$ cat config.mk
export PLATFORM = sky130hd
export DESIGN_NAME = thermal_pixel_pipe
export DESIGN_NICKNAME = d
export VERILOG_FILES = /design/src/rtl/thermal_pixel_pipe.sv
export SDC_FILE = /design/constraint.sdc
export NUM_CORES = 1
export LEC_CHECK = 0
export CORE_MARGIN = 3
export CORE_UTILIZATION = 33
export DETAILED_ROUTE_END_ITERATION = 10
export PLACE_DENSITY = 0.61
export SKIP_LAST_GASP = 1
export SYNTH_ARGS = -nofsm -noshare
export SYNTH_HDL_FRONTEND = slang
export SYNTH_SLANG_ARGS = --single-unit
$ cat constraint.sdc
create_clock -name i_clk_pixel -period 2.62 [get_ports i_clk_pixel]
set_input_delay 0.393 -clock i_clk_pixel [delete_from_list [all_inputs] [get_ports i_clk_pixel]]
set_output_delay 0.393 -clock i_clk_pixel [all_outputs]
set_load 0.05 [all_outputs]
$ cat src/rtl/thermal_pixel_pipe.sv
// Thermal frame buffer to false-colour RGB, nearest-neighbour upscaled.
// Four-cycle pipeline behind vga_gen timing, with double-bank swap on vsync.
module thermal_pixel_pipe #(
    parameter int SRC_W  = 32,
    parameter int SRC_H  = 24,
    parameter int SCALE  = 20,
    parameter int SHIFT  = 4,
    parameter int ADDR_W = $clog2(SRC_W * SRC_H)
) (
    input  logic              i_clk_pixel,
    input  logic              i_rst,
    input  logic              i_hsync,
    input  logic              i_vsync,
    input  logic              i_blank,
    input  logic [9:0]        i_x_pos,
    input  logic [9:0]        i_y_pos,
    input  logic [15:0]       i_t_min,
    output logic [ADDR_W:0]   o_fb_addr,
    output logic              o_fb_rd_en,
    input  logic [15:0]       i_fb_data,
    input  logic              i_frame_ready,
    output logic              o_frame_ack,
    output logic              o_buf_sel,
    output logic              o_hsync,
    output logic              o_vsync,
    output logic              o_blank,
    output logic [7:0]        o_rgb [3]
);

    localparam int SUB_W = (SCALE > 1) ? $clog2(SCALE) : 1;
    localparam int CW    = 10;
    localparam logic [SUB_W-1:0] SUB_LAST = SUB_W'(SCALE - 1);
    localparam logic [CW-1:0]    W_LIM    = CW'(SRC_W);
    localparam logic [CW-1:0]    H_LIM    = CW'(SRC_H);

    logic [SUB_W-1:0] r_x_sub, r_y_sub;
    logic [CW-1:0]    r_src_x, r_src_y;
    logic [SUB_W-1:0] w_x_sub, w_y_sub;
    logic [CW-1:0]    w_src_x, w_src_y;
    logic [ADDR_W-1:0] w_lin;
    logic             w_inside;

    logic             r_vs_prev;
    logic             r_pending;
    logic             r_buf_sel;
    logic             r_ack;
    logic             w_swap;

    logic [ADDR_W:0]  r_fb_addr;
    logic             r_fb_rd_en;
    // sideband bundle: {hsync, vsync, blank, inside}
    logic [3:0]       r_sb1, r_sb2, r_sb3;
    logic [7:0]       r_idx;
    logic             r_hs, r_vs, r_bl;
    logic [2:0][7:0]  r_rgb;

    logic [16:0]      w_diff;
    logic [15:0]      w_mag;
    logic [7:0]       w_idx;
    logic [7:0]       w_s;
    logic [2:0][7:0]  w_pal;

    // Counters hold the previous pixel's coordinates; the current ones
    // are derived combinationally so they line up with i_x_pos/i_y_pos.
    always_comb begin
        w_x_sub = '0;
        w_src_x = '0;
        if (i_x_pos != '0) begin
            if (r_x_sub == SUB_LAST) begin
                w_x_sub = '0;
                w_src_x = r_src_x + 1'b1;
            end else begin
                w_x_sub = r_x_sub + 1'b1;
                w_src_x = r_src_x;
            end
        end
    end

    always_comb begin
        w_y_sub = r_y_sub;
        w_src_y = r_src_y;
        if (i_y_pos == '0) begin
            w_y_sub = '0;
            w_src_y = '0;
        end else if (i_x_pos == '0) begin
            if (r_y_sub == SUB_LAST) begin
                w_y_sub = '0;
                w_src_y = r_src_y + 1'b1;
            end else begin
                w_y_sub = r_y_sub + 1'b1;
            end
        end
    end

    assign w_inside = (w_src_x < W_LIM) && (w_src_y < H_LIM);
    assign w_lin    = ADDR_W'(w_src_y * SRC_W + w_src_x);

    always_ff @(posedge i_clk_pixel) begin
        if (i_rst) begin
            r_x_sub <= '0;
            r_src_x <= '0;
            r_y_sub <= '0;
            r_src_y <= '0;
        end else begin
            r_x_sub <= w_x_sub;
            r_src_x <= w_src_x;
            r_y_sub <= w_y_sub;
            r_src_y <= w_src_y;
        end
    end

    // A ready arriving on the same cycle as the vsync edge still swaps.
    assign w_swap = r_vs_prev & ~i_vsync & (r_pending | i_frame_ready);

    always_ff @(posedge i_clk_pixel) begin
        if (i_rst) begin
            r_vs_prev <= 1'b1;
            r_pending <= 1'b0;
            r_buf_sel <= 1'b0;
            r_ack     <= 1'b0;
        end else begin
            r_vs_prev <= i_vsync;
            r_ack     <= w_swap;
            if (w_swap) begin
                r_buf_sel <= ~r_buf_sel;
                r_pending <= 1'b0;
            end else if (i_frame_ready) begin
                r_pending <= 1'b1;
            end
        end
    end

    assign w_diff = {1'b0, i_fb_data} - {1'b0, i_t_min};
    assign w_mag  = w_diff[15:0] >> SHIFT;

    always_comb begin
        w_idx = w_mag[7:0];
        if (w_diff[16]) begin
            w_idx = 8'd0;
        end else if (|w_mag[15:8]) begin
            w_idx = 8'hFF;
        end
    end

    always_comb begin
        w_s   = {r_idx[5:0], 2'b00};
        w_pal = '0;
        unique case (r_idx[7:6])
            2'd0: w_pal = {8'd0,   8'd0,   w_s};
            2'd1: w_pal = {w_s,    8'd0,   ~w_s};
            2'd2: w_pal = {8'hFF,  w_s,    8'd0};
            2'd3: w_pal = {8'hFF,  8'hFF,  w_s};
        endcase
    end

    always_ff @(posedge i_clk_pixel) begin
        if (i_rst) begin
            r_fb_addr  <= '0;
            r_fb_rd_en <= 1'b0;
            r_sb1      <= 4'b1110;
            r_sb2      <= 4'b1110;
            r_sb3      <= 4'b1110;
            r_idx      <= '0;
            r_hs       <= 1'b1;
            r_vs       <= 1'b1;
            r_bl       <= 1'b1;
            r_rgb      <= '0;
        end else begin
            r_fb_addr  <= {r_buf_sel, w_lin};
            r_fb_rd_en <= ~i_blank;
            r_sb1      <= {i_hsync, i_vsync, i_blank, w_inside};
            r_sb2      <= r_sb1;
            r_sb3      <= r_sb2;
            r_idx      <= w_idx;
            r_hs       <= r_sb3[3];
            r_vs       <= r_sb3[2];
            r_bl       <= r_sb3[1];
            if (r_sb3[1] || !r_sb3[0]) begin
                r_rgb <= '0;
            end else begin
                r_rgb <= w_pal;
            end
        end
    end

    assign o_fb_addr   = r_fb_addr;
    assign o_fb_rd_en  = r_fb_rd_en;
    assign o_frame_ack = r_ack;
    assign o_buf_sel   = r_buf_sel;
    assign o_hsync     = r_hs;
    assign o_vsync     = r_vs;
    assign o_blank     = r_bl;
    assign o_rgb[2]    = r_rgb[2];
    assign o_rgb[1]    = r_rgb[1];
    assign o_rgb[0]    = r_rgb[0];

endmodule
==> out/results.tsv, run 1 <==
stage	metric	value	unit
timing	setup_ws	0.0623	ns
final_layout	fillers	1085	
synth	async_reset_ff_share	0	%
clock_network	cts_sinks	84	
timing	timing.fmax	0.391	GHz
timing	rsz0062_at_grt	yes	
die	die_h	115	um
routing	drtIter0Drc	172	
synth	synth_simple_gate_area_share	20.7	%
routing	wirelength	8.55	mm
routing	vias	3271	
synth	synth_ff_type	dfxtp_1	
synth	synth_edf_count	0	
pwr	vdd_ir_drop_max	0.276	mV
final_layout	diodes	0	
synth	synthMuxAreaShare	1.27	%
routing	viasPerCell	4.70	
global_route	grt.met3_usage	2.47	%
synth	synth_xor_area_share	9.95	%
synth	synth_fp_nets	507	
die	die_x	115	um
die	initial_utilization	34.2	%
global_route	antenna_found_initial	0	
timing	worst_pin_slew	0.629	ns
critical_path	worst-path-max-fanout	5	
synth	postSynthCellCount	425	
final_layout	nets	630	
timing	setup_violations	0	
clock_network	numCtsBuffers	9	
die	design.core.area	11500	um^2
clock_network	clkSlewWorstSetupHoldPaths	0.06	ns
clock_network	clk_latency	0.34	ns
timing	clock_skew	0.00618	ns
synth	synth_seq_cells	84	
routing	dr.pass1.iters	6	
clock_network	clockRootBuffer	clkbuf_16	
critical_path	path_class	in -> reg	
synth	yosysUniqueCellTypes	52	
synth	synth_fa_ha_area_share	7.82	%
routing	post_drt_wl_per_cell	12.3	um
timing	period_needed	2.56	ns
timing	fin_crit_sh	97.6	%
job	cap_viol_max_count	0	
clock_network	htree_levels	3	
timing	maxSlewViolCount	0	
synth	yosysSeqAreaShare	42.7	%
placement	post-place-ws	-0.373	ns
clock_network	cts_hold_buf	0	
global_route	grtUsageMet1	16.8	%
global_route	grt.met2_usage	21.3	%
final_layout	drive_above_1_share	17.4	%
synth	avgSynthCellArea	9.26	um^2
hold_path	holdCritPathClass	reg -> reg	
final_layout	flow.area_growth_from_synthesis	44.0	%
final_layout	fin_area	5670	um^2
routing	drc_errors	0	
clock_network	cts_tree	built	
critical_path	worst_setup_path_end_kind	flip-flop	
placement	finalWeightedCongestion	0.779	
synth	synth_top_family_by_area	simple AND/OR/NAND/NOR gates	
pwr	powerDensity	525	nW/um^2
global_route	grt_max_degree	22	
critical_path	worstSetupStartpointType	input pin	
final_layout	final_common_cell	clkdlybuf4s50_1	
die	num_rows	39	
die	io_pins	99	
placement	dp_hpwl	6.63	mm
placement	place_area	5250	um^2
timing	slew_headroom	58.0	%
placement	port_buffers	98	
global_route	grt-busiest-layer	met2	
critical_path	cp.required	2.89	ns
final_layout	final_cell_mix	clkdlybuf4s50_1 (95), dfxtp_1 (84), nor2_1 (53)	
global_route	grt_pass1_wl	13.9	mm
die	die_area	13300	um^2
global_route	track_usage	13.1	%
timing	finalHoldViolCount	0	
routing	antenna_left	0	
clock_network	cts.path.max_buffers	2	
synth	synth_compound_area_share	11.4	%
synth	synth.yosys.warnings	0	
critical_path	crit_arrival	2.83	ns
synth	synth_area	3940	um^2
global_route	grt_pass1_vias	3035	
pwr	leakagePower	2.37	nW
global_route	grt-ovfl-total	0	
run_status	status	finished, final reports clean	
timing	fin_tns_setup	0	ns
## worst paths after layout
check	startpoint	endpoint	slack (ns)	cells past startpoint
setup / recovery	i_x_pos[2]	o_fb_addr[9]	0.06	13
hold reg to reg	r_sb3[2]	o_vsync	0.41	1
setup reg to reg	r_x_sub[0]	o_fb_addr[9]	0.11	14
hold / removal	r_sb3[2]	o_vsync	0.41	1
## power breakdown
group / switching, mW / internal, mW / leakage (nW)
Combinational: 0.151 / 0.210 / 1.54
Sequential: 0.0305 / 1.31 / 0.683
Clock: 0.514 / 0.768 / 0.146
Total: 0.696 / 2.28 / 2.37
## registers in the layout (all words and copies together), names as in the netlist
| register | cells |
|---|---|
| o_rgb | 21 |
| r_src_x | 10 |
| r_src_y | 10 |
| r_idx | 8 |
| o_fb_addr | 6 |
| r_x_sub | 5 |
| r_y_sub | 5 |
| r_sb1 | 4 |
| r_sb2 | 4 |
| r_sb3 | 4 |
| o_blank | 1 |
| o_buf_sel | 1 |
| o_fb_rd_en | 1 |
| o_frame_ack | 1 |
| o_hsync | 1 |
| o_vsync | 1 |
| r_pending | 1 |
## stage by stage
step	utilization [%]	instances	total power, mW	hold WS (ns)
after global placement	45.6	679	1.71	0.392
after CTS	48.3	695	3.02	0.408
after detailed placement	45.6	679	1.72	0.394
after floorplan	-	425	1.56	0.389
final	49.3	696	2.98	0.409
after global routing	49.3	696	3.12	0.424
## critical path: stages
cell and delay [ns]:
clkdlybuf4s50_1 0.45, nor4_4 0.34, and4_4 0.30, xnor2_1 0.21
nor2_4 0.08, ha_4 0.17, inv_2 0.05, fa_2 0.21
inv_2 0.03, a21o_1 0.15, a21oi_2 0.13, xor3_1 0.22
nor2_1 0.10
## synth_stat cells (2+ instances only)
cell	n	area share (%)
and4_1	2	0.44
nor2_1	55	5.2
buf_4	9	1.7
nand2_1	12	1.1
nor4_1	4	0.64
o21ai_0	8	1.0
nor3_1	8	1.0
nor2b_1	5	0.79
or3_1	5	0.79
xnor2_1	25	5.6
a31oi_1	2	0.32
xor2_1	17	3.8
a21o_1	10	1.9
dfxtp_1	84	43
or4_1	3	0.57
inv_1	29	2.8
mux2i_1	5	1.3
ha_1	23	7.3
and2_1	3	0.48
nor3b_1	8	1.5
clkbuf_1	11	1.0
nand4_1	7	1.1
nand2b_1	3	0.48
o21a_1	7	1.3
o21bai_1	2	0.38
buf_2	3	0.38
a21oi_1	26	3.3
or2_2	14	2.2
and3_1	6	0.95
nand3_1	7	0.89
## metal layers
metal	vias up	share of wire, %
met5	-	0
met4	0	1.8
met1	1515	46
met3	11	4.0
met2	73	48
li1	1672	-
## final cells by class
type | count | area (um^2) | share of cell area (%)
clock inverters | 5 | 60.1 | 1.06
repair buffers | 136 | 1280 | 22.5
multi-input cells | 288 | 2120 | 37.4
flip-flops and latches | 84 | 1680 | 29.6
well taps | 143 | 179 | 3.15
clock buffers | 11 | 243 | 4.28
inverters | 29 | 109 | 1.92
## logic make-up (layout without fill, tap and decap cells)
| family | count (synthesis) | after routing |
|---|---|---|
| adder cells (fa/ha/maj) | 24 | 24 |
| buffers and inverters | 53 | 181 |
| XOR/XNOR | 43 | 43 |
| AO/OA/AOI/OAI | 66 | 66 |
| flip-flops | 84 | 84 |
| multiplexers | 5 | 5 |
| AND/OR/NAND/NOR | 150 | 150 |
## timing repair
item                       CTS  global route
buffers inserted             0             1
pin swaps                    4             9
gates resized for setup      2            22
setup endpoints to repair    1            11
(Power assumes the default switching activity.)
==> run 2: changes to the inputs <==
--- a/config.mk
+++ b/config.mk
@@ -9,6 +9,7 @@
 export CORE_UTILIZATION = 33
 export DETAILED_ROUTE_END_ITERATION = 10
 export PLACE_DENSITY = 0.61
+export RECOVER_POWER = 50
 export SKIP_LAST_GASP = 1
 export SYNTH_ARGS = -nofsm -noshare
 export SYNTH_HDL_FRONTEND = slang
==> out/results.tsv, run 2 (synthesis gave the netlist of run 1 again) <==
stage	metric	value	unit	change
run_status	status	finished, final reports clean		
timing	slew_headroom	58.0	%	about the same
die	design.core.area	11500	um^2	unchanged
timing	rsz0062_at_grt	yes		
critical_path	startpoint	i_x_pos[2]		
final_layout	final_cell_mix	clkdlybuf4s50_1 (95), dfxtp_1 (84), nor2_1 (53)		
clock_network	cts_hold_buf	0		unchanged
clock_network	cts_sinks	84		unchanged
die	die_x	115	um	unchanged
timing	setup_violations	0		unchanged
final_layout	fillers	1087		+0.18%
hold_path	holdCritPathClass	reg -> reg		
global_route	grt_pass1_wl	13.9	mm	unchanged
final_layout	largest_register_ffs	21		unchanged
final_layout	diodes	0		unchanged
job	cap_viol_max_count	0		unchanged
final_layout	fin_util	49.2	%	about the same
routing	drc_errors	0		unchanged
critical_path	crit_arrival	2.83	ns	about the same
routing	antenna_left	0		unchanged
pwr	p_clk_share	43.1	%	about the same
timing	period_needed	2.56	ns	-0.000000200 ns
critical_path	r2r_setup_slack	0.11	ns	about the same
critical_path	reg2reg_depth	14		unchanged
die	die_area	13300	um^2	unchanged
critical_path	cp.required	2.89	ns	about the same
timing	timing.fmax	0.391	GHz	unchanged
final_layout	nets	630		unchanged
critical_path	worstSetupStartpointType	input pin		
clock_network	clockRootBuffer	clkbuf_16		
pwr	leakagePower	2.37	nW	-0.15%
routing	viasPerCell	4.70		about the same
timing	hold_ws	0.409	ns	unchanged
placement	finalWeightedCongestion	0.779		unchanged
routing	drtIter0Drc	172		unchanged
die	initial_utilization	34.2	%	unchanged
final_layout	multi_input_area	2120	um^2	unchanged
clock_network	clk_latency	0.33	ns	about the same
final_layout	drive_above_1_share	17.2	%	-0.18 points
timing	fin_crit_sh	97.6	%	about the same
hold_path	hold_start	r_sb3[2]		
routing	wirelength	8.55	mm	unchanged
hold_path	hold_depth	1		unchanged
clock_network	clkSlewWorstSetupHoldPaths	0.06	ns	about the same
critical_path	r2r-end	o_fb_addr[9]		
global_route	grt_max_degree	22		unchanged
clock_network	cts_tree	built		
final_layout	flow.area_growth_from_synthesis	43.9	%	about the same
timing	worst_pin_slew	0.629	ns	-0.00000513 ns
routing	dr.pass1.iters	6		unchanged
global_route	grt-ovfl-total	0		unchanged
pwr	seq_power_share	44.9	%	about the same
final_layout	final_common_cell	clkdlybuf4s50_1		
routing	post_drt_wl_per_cell	12.3	um	unchanged
placement	dp_hpwl	6.63	mm	unchanged
routing	vias	3272		+0.031%
timing	finalHoldViolCount	0		unchanged
pwr	powerDensity	525	nW/um^2	about the same
critical_path	worst-path-max-fanout	5		unchanged
final_layout	seq_area	1680	um^2	unchanged
clock_network	htree_levels	3		unchanged
pwr	p_comb_share	12.1	%	about the same
global_route	grt_pass1_vias	3035		unchanged
clock_network	numCtsBuffers	9		unchanged
die	num_rows	39		unchanged
placement	port_buffers	98		unchanged
critical_path	endpoint	o_fb_addr[9]		
die	die_h	115	um	unchanged
timing	maxSlewViolCount	0		unchanged
clock_network	cts.path.max_buffers	2		unchanged
global_route	track_usage	13.1	%	unchanged
critical_path	worst_setup_path_end_kind	flip-flop		
pwr	intPower	2.28	mW	about the same
critical_path	r2r_start	r_x_sub[0]		
pwr	vdd_ir_drop_max	0.276	mV	about the same
global_route	antenna_found_initial	0		unchanged
die	io_pins	99		unchanged
pwr	swShare	23.4	%	about the same
timing	clock_skew	0.00630	ns	+0.000120 ns
critical_path	path_class	in -> reg		
pwr	p_switching	0.696	mW	about the same
[run 2: what timing repair did]
item | CTS | global route
gates cloned | 0 | 0
endpoints found under the hold margin | 0 | 0
gates resized for setup | 2 | 22
pin swaps | 4 | 9
endpoints found under the setup margin | 1 | 11
setup buffers | 0 | 1
[run 2: per-layer routing]
layer  up-vias  GRT usage [%]  part of all wire, %  wire [um]
met4         0           5.71                  1.8        155
met5         -              0                    0          0
met3        11           2.47                  4.0        340
li1       1673              -                    -          -
met1      1515           16.8                   46       3960
met2        73           21.3                   48       4090
[run 2: worst min path at each step]
stage	end
after floorplan	o_hsync
after global placement	o_hsync
after detailed placement	o_vsync
after CTS	o_vsync
after global routing	r_sb3[3]
final	o_vsync
[run 2: cell type report]
class,count,share of cell area (%)
clock buffers,11,4.28
clock inverters,5,1.06
inverters,29,1.92
multi-input cells,288,37.4
flip-flops and latches,84,29.7
well taps,143,3.16
repair buffers,136,22.5
[run 2: metrics by stage]
stage                     instances  cell area [um^2]  setup TNS [ns]  setup WS, ns  power (mW)
after global routing            696              5670         -0.0801       -0.0801        3.12
after detailed placement        679              5250           -2.74        -0.373        1.72
after floorplan                 425              3950               0        0.0395        1.56
after CTS                       695              5560               0        0.0113        3.02
after global placement          679              5250           -2.31        -0.334        1.71
final                           696              5670               0        0.0623        2.98
[run 2: worst max-delay path, cell delays in order]
cell             delay, ns
clkdlybuf4s50_1       0.45
nor4_4                0.34
and4_4                0.30
xnor2_1               0.21
nor2_4                0.08
ha_4                  0.17
inv_2                 0.05
fa_2                  0.21
inv_2                 0.03
a21o_1                0.15
a21oi_2               0.13
xor3_1                0.22
nor2_1                0.10
[run 2: power groups by stage]
stage / Sequential [mW] / Combinational, mW / Clock, mW
detailed placement: 1.37 / 0.355 / 0
CTS: 1.34 / 0.358 / 1.32
global placement: 1.36 / 0.351 / 0
floorplan: 1.36 / 0.193 / 0
global route: 1.34 / 0.400 / 1.38
finish: 1.34 / 0.360 / 1.28
